## config.mk

```make
export PLATFORM = sky130hd
export DESIGN_NAME = prng_rr_scheduler
export DESIGN_NICKNAME = d
export VERILOG_FILES = /design/src/rtl/prng_rr_scheduler.sv
export SDC_FILE = /design/constraint.sdc
export NUM_CORES = 1
export LEC_CHECK = 0
export ABC_AREA = 1
export ABC_CLOCK_PERIOD_IN_PS = 1500
export CAP_MARGIN = 20
export CORE_MARGIN = 10
export CORE_UTILIZATION = 54
export CTS_BUF_LIST = sky130_fd_sc_hd__clkbuf_8
export DETAILED_ROUTE_END_ITERATION = 7
export MAX_ROUTING_LAYER = met4
export PLACE_DENSITY = 0.79
export SLEW_MARGIN = 20
export SYNTH_ARGS = -nofsm -noshare
export SYNTH_HDL_FRONTEND = slang
export SYNTH_SLANG_ARGS = --single-unit
```

## constraint.sdc

```tcl
create_clock -name clk -period 1.5 [get_ports clk]
set_input_delay 0.15 -clock clk [delete_from_list [all_inputs] [get_ports clk]]
set_output_delay 0.15 -clock clk [all_outputs]
set_load 0.005 [all_outputs]
```

## src/rtl/prng_rr_scheduler.sv

```systemverilog
// Round-robin arbiter handing out one fresh value from a shared 4-bit LFSR per grant.
// The block also handles seeding and a warm-up phase after a seed load.
//   state  | meaning
//   S_IDLE | arbitrating; one LFSR step per grant issued
//   S_WARM | post-seed warm-up; LFSR free-runs, no grants, busy high
module prng_rr_scheduler #(
  parameter int NUM_REQ = 4,
  parameter int WARMUP  = 8
) (
  input  logic               clk,
  input  logic               rst,
  input  logic [NUM_REQ-1:0] req,
  input  logic               seed_load,
  input  logic [3:0]         seed_in,
  output logic [NUM_REQ-1:0] grant,
  output logic               rand_valid,
  output logic [3:0]         rand_out,
  output logic               busy
);

  localparam int PTR_W = (NUM_REQ > 1) ? $clog2(NUM_REQ) : 1;
  localparam logic [7:0] WARM_INIT = 8'(WARMUP);
  localparam logic [PTR_W-1:0] PTR_RST = PTR_W'(NUM_REQ - 1);

  typedef enum logic {S_IDLE = 1'b0, S_WARM = 1'b1} state_t;

  state_t             state_q, state_d;
  logic [3:0]         lfsr_q, lfsr_d;
  logic [PTR_W-1:0]   ptr_q, ptr_d;
  logic [NUM_REQ-1:0] grant_q, grant_d;
  logic [3:0]         rand_q, rand_d;
  logic [7:0]         cnt_q, cnt_d;

  logic [3:0]         lfsr_next;
  logic [NUM_REQ-1:0] eligible;
  logic               found_hi, found_lo, win_found;
  logic [PTR_W-1:0]   hi_idx, lo_idx, win_idx;

  assign lfsr_next = {lfsr_q[2:0], lfsr_q[3] ^ lfsr_q[2]};

  // Two-pass search: indices above the pointer win over the wrapped-around ones.
  always_comb begin
    eligible = req & ~grant_q;
    found_hi = 1'b0;
    found_lo = 1'b0;
    hi_idx   = '0;
    lo_idx   = '0;
    for (int j = 0; j < NUM_REQ; j++) begin
      if (!found_hi && eligible[j] && (PTR_W'(j) > ptr_q)) begin
        found_hi = 1'b1;
        hi_idx   = PTR_W'(j);
      end
      if (!found_lo && eligible[j] && (PTR_W'(j) <= ptr_q)) begin
        found_lo = 1'b1;
        lo_idx   = PTR_W'(j);
      end
    end
    win_found = found_hi | found_lo;
    win_idx   = found_hi ? hi_idx : lo_idx;
  end

  always_ff @(posedge clk or negedge rst) begin
    if (!rst) state_q <= S_IDLE;
    else      state_q <= state_d;
  end

  always_comb begin
    state_d = state_q;
    if (seed_load) begin
      state_d = (WARMUP > 0) ? S_WARM : S_IDLE;
    end else if ((state_q == S_WARM) && (cnt_q == 8'd1)) begin
      state_d = S_IDLE;
    end
  end

  always_comb begin
    busy       = (state_q == S_WARM);
    rand_valid = |grant_q;
    grant      = grant_q;
    rand_out   = rand_q;
  end

  always_comb begin
    lfsr_d  = lfsr_q;
    ptr_d   = ptr_q;
    grant_d = '0;
    rand_d  = rand_q;
    cnt_d   = cnt_q;
    if (seed_load) begin
      // A zero seed would lock the LFSR up, so it maps to 1.
      lfsr_d = (seed_in == 4'd0) ? 4'b0001 : seed_in;
      cnt_d  = WARM_INIT;
    end else if (state_q == S_WARM) begin
      lfsr_d = lfsr_next;
      cnt_d  = cnt_q - 8'd1;
    end else if (win_found) begin
      grant_d = NUM_REQ'(1) << win_idx;
      rand_d  = lfsr_q;
      lfsr_d  = lfsr_next;
      ptr_d   = win_idx;
    end
  end

  always_ff @(posedge clk or negedge rst) begin
    if (!rst) begin
      lfsr_q  <= 4'b0001;
      ptr_q   <= PTR_RST;
      grant_q <= '0;
      rand_q  <= 4'd0;
      cnt_q   <= 8'd0;
    end else begin
      lfsr_q  <= lfsr_d;
      ptr_q   <= ptr_d;
      grant_q <= grant_d;
      rand_q  <= rand_d;
      cnt_q   <= cnt_d;
    end
  end

endmodule

```

======== After elaboration in Yosys (flattened, before gate mapping) ========
Cells that the tools add are included.
word-level totals
  register bits after elaboration ......... 23
  output and inout bits ................... 10
  word-level logic and storage cells ...... 76
operators by class
  add/sub/neg operators ................... 1
  $lt $le $gt $ge ......................... 8
  eq/ne operators ......................... 1
  shift operators ......................... 1
  mux-type cells .......................... 26
  bitwise gates (word level) .............. 6
  reduce and logical (&&, ||, !) cells .... 27
operators with widths
  operator             count
  $mux 4               7
  $mux 8               2
  $logic_and 1x1->1    15
  $mux 1               12
  $mux 2               5
  $eq 8x1->1 const B   1
  $sub 8x1->8 const B  1
  $logic_not 1->1      6
  $and 4x4->4          1
  $gt 1x2->1 const A   2
  $gt 2x2->1 const A   2
  $le 1x2->1 const A   2
  $le 2x2->1 const A   2
  $logic_not 4->1      1
  $not 4->4            1
  $reduce_bool 2->1    2
  $reduce_or 4->1      1
  $shl 1x2->4 const A  1
  $reduce_and 3->1     1
  $reduce_bool 3->1    1
  $not 1->1            2
  $or 1x1->1           1
  $xor 1x1->1          1

======== Longest topological paths before layout ========
  depth in word-level cells ............... 21
  depth in mapped cells ................... 9

======== Worst setup path before layout ========
Ideal clock, no wire load.
  path type ............................... reg-to-reg
  start ................................... register ptr_q[1]
  end ..................................... register grant_q[1], in the netlist grant[1]
  setup time .............................. 123 ps
  arrival time ............................ 1191 ps
  required time ........................... 1377 ps
  setup slack ............................. 186 ps
  cell stages (with the launch flop) ...... 10
  buffers on the path ..................... 0
  cells stage by stage .................... dfstp_2 -> inv_2 -> nand2_2 -> nor2_2 -> nor2_4 -> nand2_1 -> nor2_2 -> nor2_1 -> nand2_1 -> nor2_1
on the way
  cells in the longest elaborated chain, start to end .. 20
  elaborated cells on any way between the ends .. 48
  those cells by class .................... order compare (8); shift (1); mux (18); bitwise (1); reduce/logical (20)
RTL lines
  what                                               RTL line  text
  from (decl)                                        29        logic [PTR_W-1:0] ptr_q, ptr_d;
  from (signal assigned)                             113       ptr_q <= ptr_d;
  $le 1x2->1 / $gt 1x2->1 (equally long branches)    53, 49
  $logic_and 1x1->1 (on tied branches)               53, 49
  $mux 1 (on tied branches)                          53, 49
  $logic_not 1->1 (on tied branches)                 53, 49
  $logic_and 1x1->1 (on tied branches) (2 in a row)  53, 49
  $mux 1 (on tied branches)                          53, 49
  $logic_not 1->1 (on tied branches)                 53, 49
  $logic_and 1x1->1 (on tied branches) (2 in a row)  53, 49
  [... 2 more ...]                                   -
  $logic_and 1x1->1 (on tied branches) (2 in a row)  53, 49
  $mux 2 (tied with other cells)                     53        if (!found_lo && eligible[j] && (PTR_W'(j) <= ptr_q)) begin
  $mux 2                                             59        win_idx = found_hi ? hi_idx : lo_idx;
  $shl 1x2->4                                        97        grant_d = NUM_REQ'(1) << win_idx;
  $mux 4 *                                           96        end else if (win_found) begin
  $mux 4 *                                           93        end else if (state_q == S_WARM) begin
  $mux 4 *                                           89        if (seed_load) begin
  via grant_d[1]                                     30        logic [NUM_REQ-1:0] grant_q, grant_d;
  to (signal assigned)                               114       grant_q <= grant_d;
  to (decl)                                          30
Mark *: on every way through the listed nets, which the timed path passes. The rest lies on a longest branch.
A chain may end at the register's enable or synchronous reset.

======== Final worst setup path ========
Ends and elaborated chain as after synthesis.

==> results.tsv <==
stage	metric	value	unit
run_status	status	completed	
logic_synthesis	#FFs+latches synth	23	
setup_path	Crit path arrival time	1.62	ns
drt	Post-Route WL	2750	um
sta	WHS	0.223	ns
logic_synthesis	register area share after synthesis	47.8	%
logic_synthesis	async set-reset flop share out of synthesis	100	%
cts	worst skew pair latency	0.26	ns
sta	Max Slew Vio Count	0	
global_route	pin count of the biggest net entering global routing	24	
drt	drt drc	0	
sta	Slew HR	81.3	%
finish	fin area	1550	um^2
logic_synthesis	post-synth top area cell	dfrtp_1	
cts	Worst-path clk slew	0.08	ns
finish	number of fill cells	179	
power_and_ir_drop	worst vdd ir	0.958	mV
global_route	first-pass GRT wire length	4620	um
setup_path	Worst path slowest cell	dfstp_2	
sta	slew of the pin with the lowest slew margin	0.280	ns
setup_path	Worst path most repeated cell	nor2_4	
logic_synthesis	post-synthesis cell type count	26	
power_and_ir_drop	Pwr Total	2.03	mW
cts	Clock Tree Buf Depth	2	
floorplanning	DIE HEIGHT	67.4	um
floorplanning	die area	4540	um^2
power_and_ir_drop	Sw Ratio	36.1	%
finish	area grow syn2layout	28.0	%
global_route	initial antenna violation count	0	
logic_synthesis	Post-Syn Nets	168	
finish	layout cells sized above 1	14.2	%
logic_synthesis	cell area after synthesis	1210	um^2
power_and_ir_drop	P per Cell Area	1310	nW/um^2
setup_path	Worst setup SP type	flip-flop	
setup_path	Bufs and invs on worst path	1	
sta	Hold Vio Cnt, Final	0	
cts	root buf cell	clkbuf_8	
drt	vias after detailed routing	1129	
drt	Iter 0 DRT Violations	64	
sta	Final Skew	0.00462	ns
power_and_ir_drop	Psw	0.733	mW
global_route	GRT Residual Overflow	0	
setup_path	endpoint class of the critical path	flip-flop	
setup_path	Top delay family on crit path	simple AND/OR/NAND/NOR gates	
sta	RSZ-0062 raised after global routing	yes	
global_route	vias in the first global route	1100	
logic_synthesis	YS warnings	0	
drt	First-pass DRT Iterations	4	
placement	DP Cell Count	206	
sta	Final Setup Violations	0	
cts	total CTS buffers	3	
sta	Fmax	680	MHz
placement	Placed Area	1470	um^2
logic_synthesis	most numerous cell in the Yosys netlist	nand2_1	
logic_synthesis	share of the synthesized area in the top cell type	41.3	%
power_and_ir_drop	register share of total power	43.1	%
power_and_ir_drop	clock share of power	18.4	%
setup_path	worst-case reg-to-reg path depth	9	
floorplanning	initial core utilization	55.8	%
logic_synthesis	Synth top cells by count	35 x nand2_1, 24 x nor2_1, 20 x dfrtp_1	
finish	# diodes	0	
power_and_ir_drop	Pint	1.30	mW
drt	post-DR vias/cell	5.35	
cts	clock sinks	23	
setup_path	Crit path largest cell delay	0.59	ns
power_and_ir_drop	Gate power share	38.4	%
sta	Final min period	1.47	ns
logic_synthesis	synthesized area per cell	7.81	um^2
sta	period utilization	98.0	%
logic_synthesis	number of flops mapped to enable cells by yosys	0	
cts	H-tree depth	1	
logic_synthesis	main flop type after synthesis	dfrtp_1	
setup_path	CP max FO	6	
setup_path	Req. time, crit path	1.65	ns
cts	CTS tree	built	
finish	fin cells	211	
run	MaxCap Viol Count	0	
placement	# port buffers	20	
worst_hold_path	Hold Crit Class	in2async	
cts	Hold Buf Count CTS	0	
global_route	Tot GR Track Use	13.1	%
drt	Wirelength per Cell	13.0	um
setup_path	Crit Path Class	reg2reg	
drt	Routed Antenna Nets	0	
floorplanning	# rows	17	
logic_synthesis	post-synthesis cell count	155	
setup_path	worst path cell trace	inv_2, nand2_4, nor2_4, nor2_4, nand2_2, nor2_4, nor2_2, nand2_1, nor2_1	
floorplanning	Chip Width	67.4	um
placement	DPL Wire Length	2130	um
logic_synthesis	top post-synthesis cells by area	dfrtp_1 41%, nand2_1 11%, nor2_1 7.4%	
finish	# nets final	197	
floorplanning	# IOs	21	
placement	Placer Congestion	0.816	
floorplanning	Core Area	2170	um^2
power_and_ir_drop	Leak	0.718	nW
setup_path	WP depth	9	
-- cell families after synthesis --
group	Yosys count	share of synthesized area [%]
adders and majority gates	2	2.07
DFF	23	47.8
AOI/OAI and AO/OA	33	15.8
and+or+nand+nor	77	28.0
buffers and inverters	20	6.30
-- worst reg2reg max path: stages (launching register included) --
cell and delay (ns):
dfstp_2 0.59, inv_2 0.06, nand2_4 0.07, nor2_4 0.04
nor2_4 0.18, nand2_2 0.09, nor2_4 0.13, nor2_2 0.05
nand2_1 0.08, nor2_1 0.05
-- power by group through the flow --
| stage | sequential, mW | clock [mW] | combinational, mW |
|---|---|---|---|
| after detailed placement | 0.888 | 0 | 0.716 |
| after global placement | 0.877 | 0 | 0.688 |
| after floorplan | 0.870 | 0 | 0.455 |
| after CTS | 0.877 | 0.380 | 0.721 |
| after global routing | 0.901 | 0.400 | 0.872 |
| final | 0.876 | 0.375 | 0.781 |
-- per-stage QoR --
stage / setup TNS [ns] / util (%) / worst slack (ns)
floorplan: 0 / - / 0.186
finish: 0 / 71.5 / 0.0293
detailed placement: 0 / 67.8 / 0.00562
CTS: 0 / 70.0 / 0.0299
global route: -0.243 / 71.5 / -0.0514
global placement: 0 / 67.8 / 0.0324
-- registers in the layout, summed over array words and instances (netlist names) --
name,count
cnt_q,8
grant,4
lfsr_q,4
rand_out,4
ptr_q,2
busy,1
-- timing repair --
action,in CTS,in global routing
setup buffers,0,1
setup endpoints to repair,0,10
gates resized for setup,0,7
-- final cells by class --
| type | instances | area [um^2] | share of cell area [%] |
|---|---|---|---|
| clock buffer | 3 | 41.3 | 2.66 |
| clock inverter | 1 | 5.00 | 0.323 |
| inverter | 19 | 71.3 | 4.60 |
| multi-input combinational | 112 | 581 | 37.4 |
| sequential | 23 | 579 | 37.4 |
| tap | 28 | 35.0 | 2.26 |
| timing repair buffer | 25 | 238 | 15.3 |
-- layout by cell type, fill, tap and decap left out, types with 5 or more instances in the layout --
cell type	instances
nand2_1	34
buf_4	5
a21oi_1	8
nor2_1	23
dfrtp_1	20
o21ai_1	7
inv_1	17
clkdlybuf4s50_1	20
o21ai_0	11
-- worst paths after layout --
check                               from          end  slack [ns]
worst max-delay path            ptr_q[1]     grant[1]        0.03
worst min-delay path                 rst  rand_out[1]        0.22
worst max register to register  ptr_q[1]     grant[1]        0.03
worst min register to register  cnt_q[2]     cnt_q[2]        0.50
max in group asynchronous            rst    lfsr_q[0]        1.00
min in group clk                cnt_q[2]     cnt_q[2]        0.50
-- per-layer routing --
layer / GRT usage [%] / wire, um
met2: 23.6 / 1450
met5: - / 0
met1: 13.6 / 1120
met4: 4.87 / 27
met3: 3.14 / 152
(Power assumes the default switching activity.)
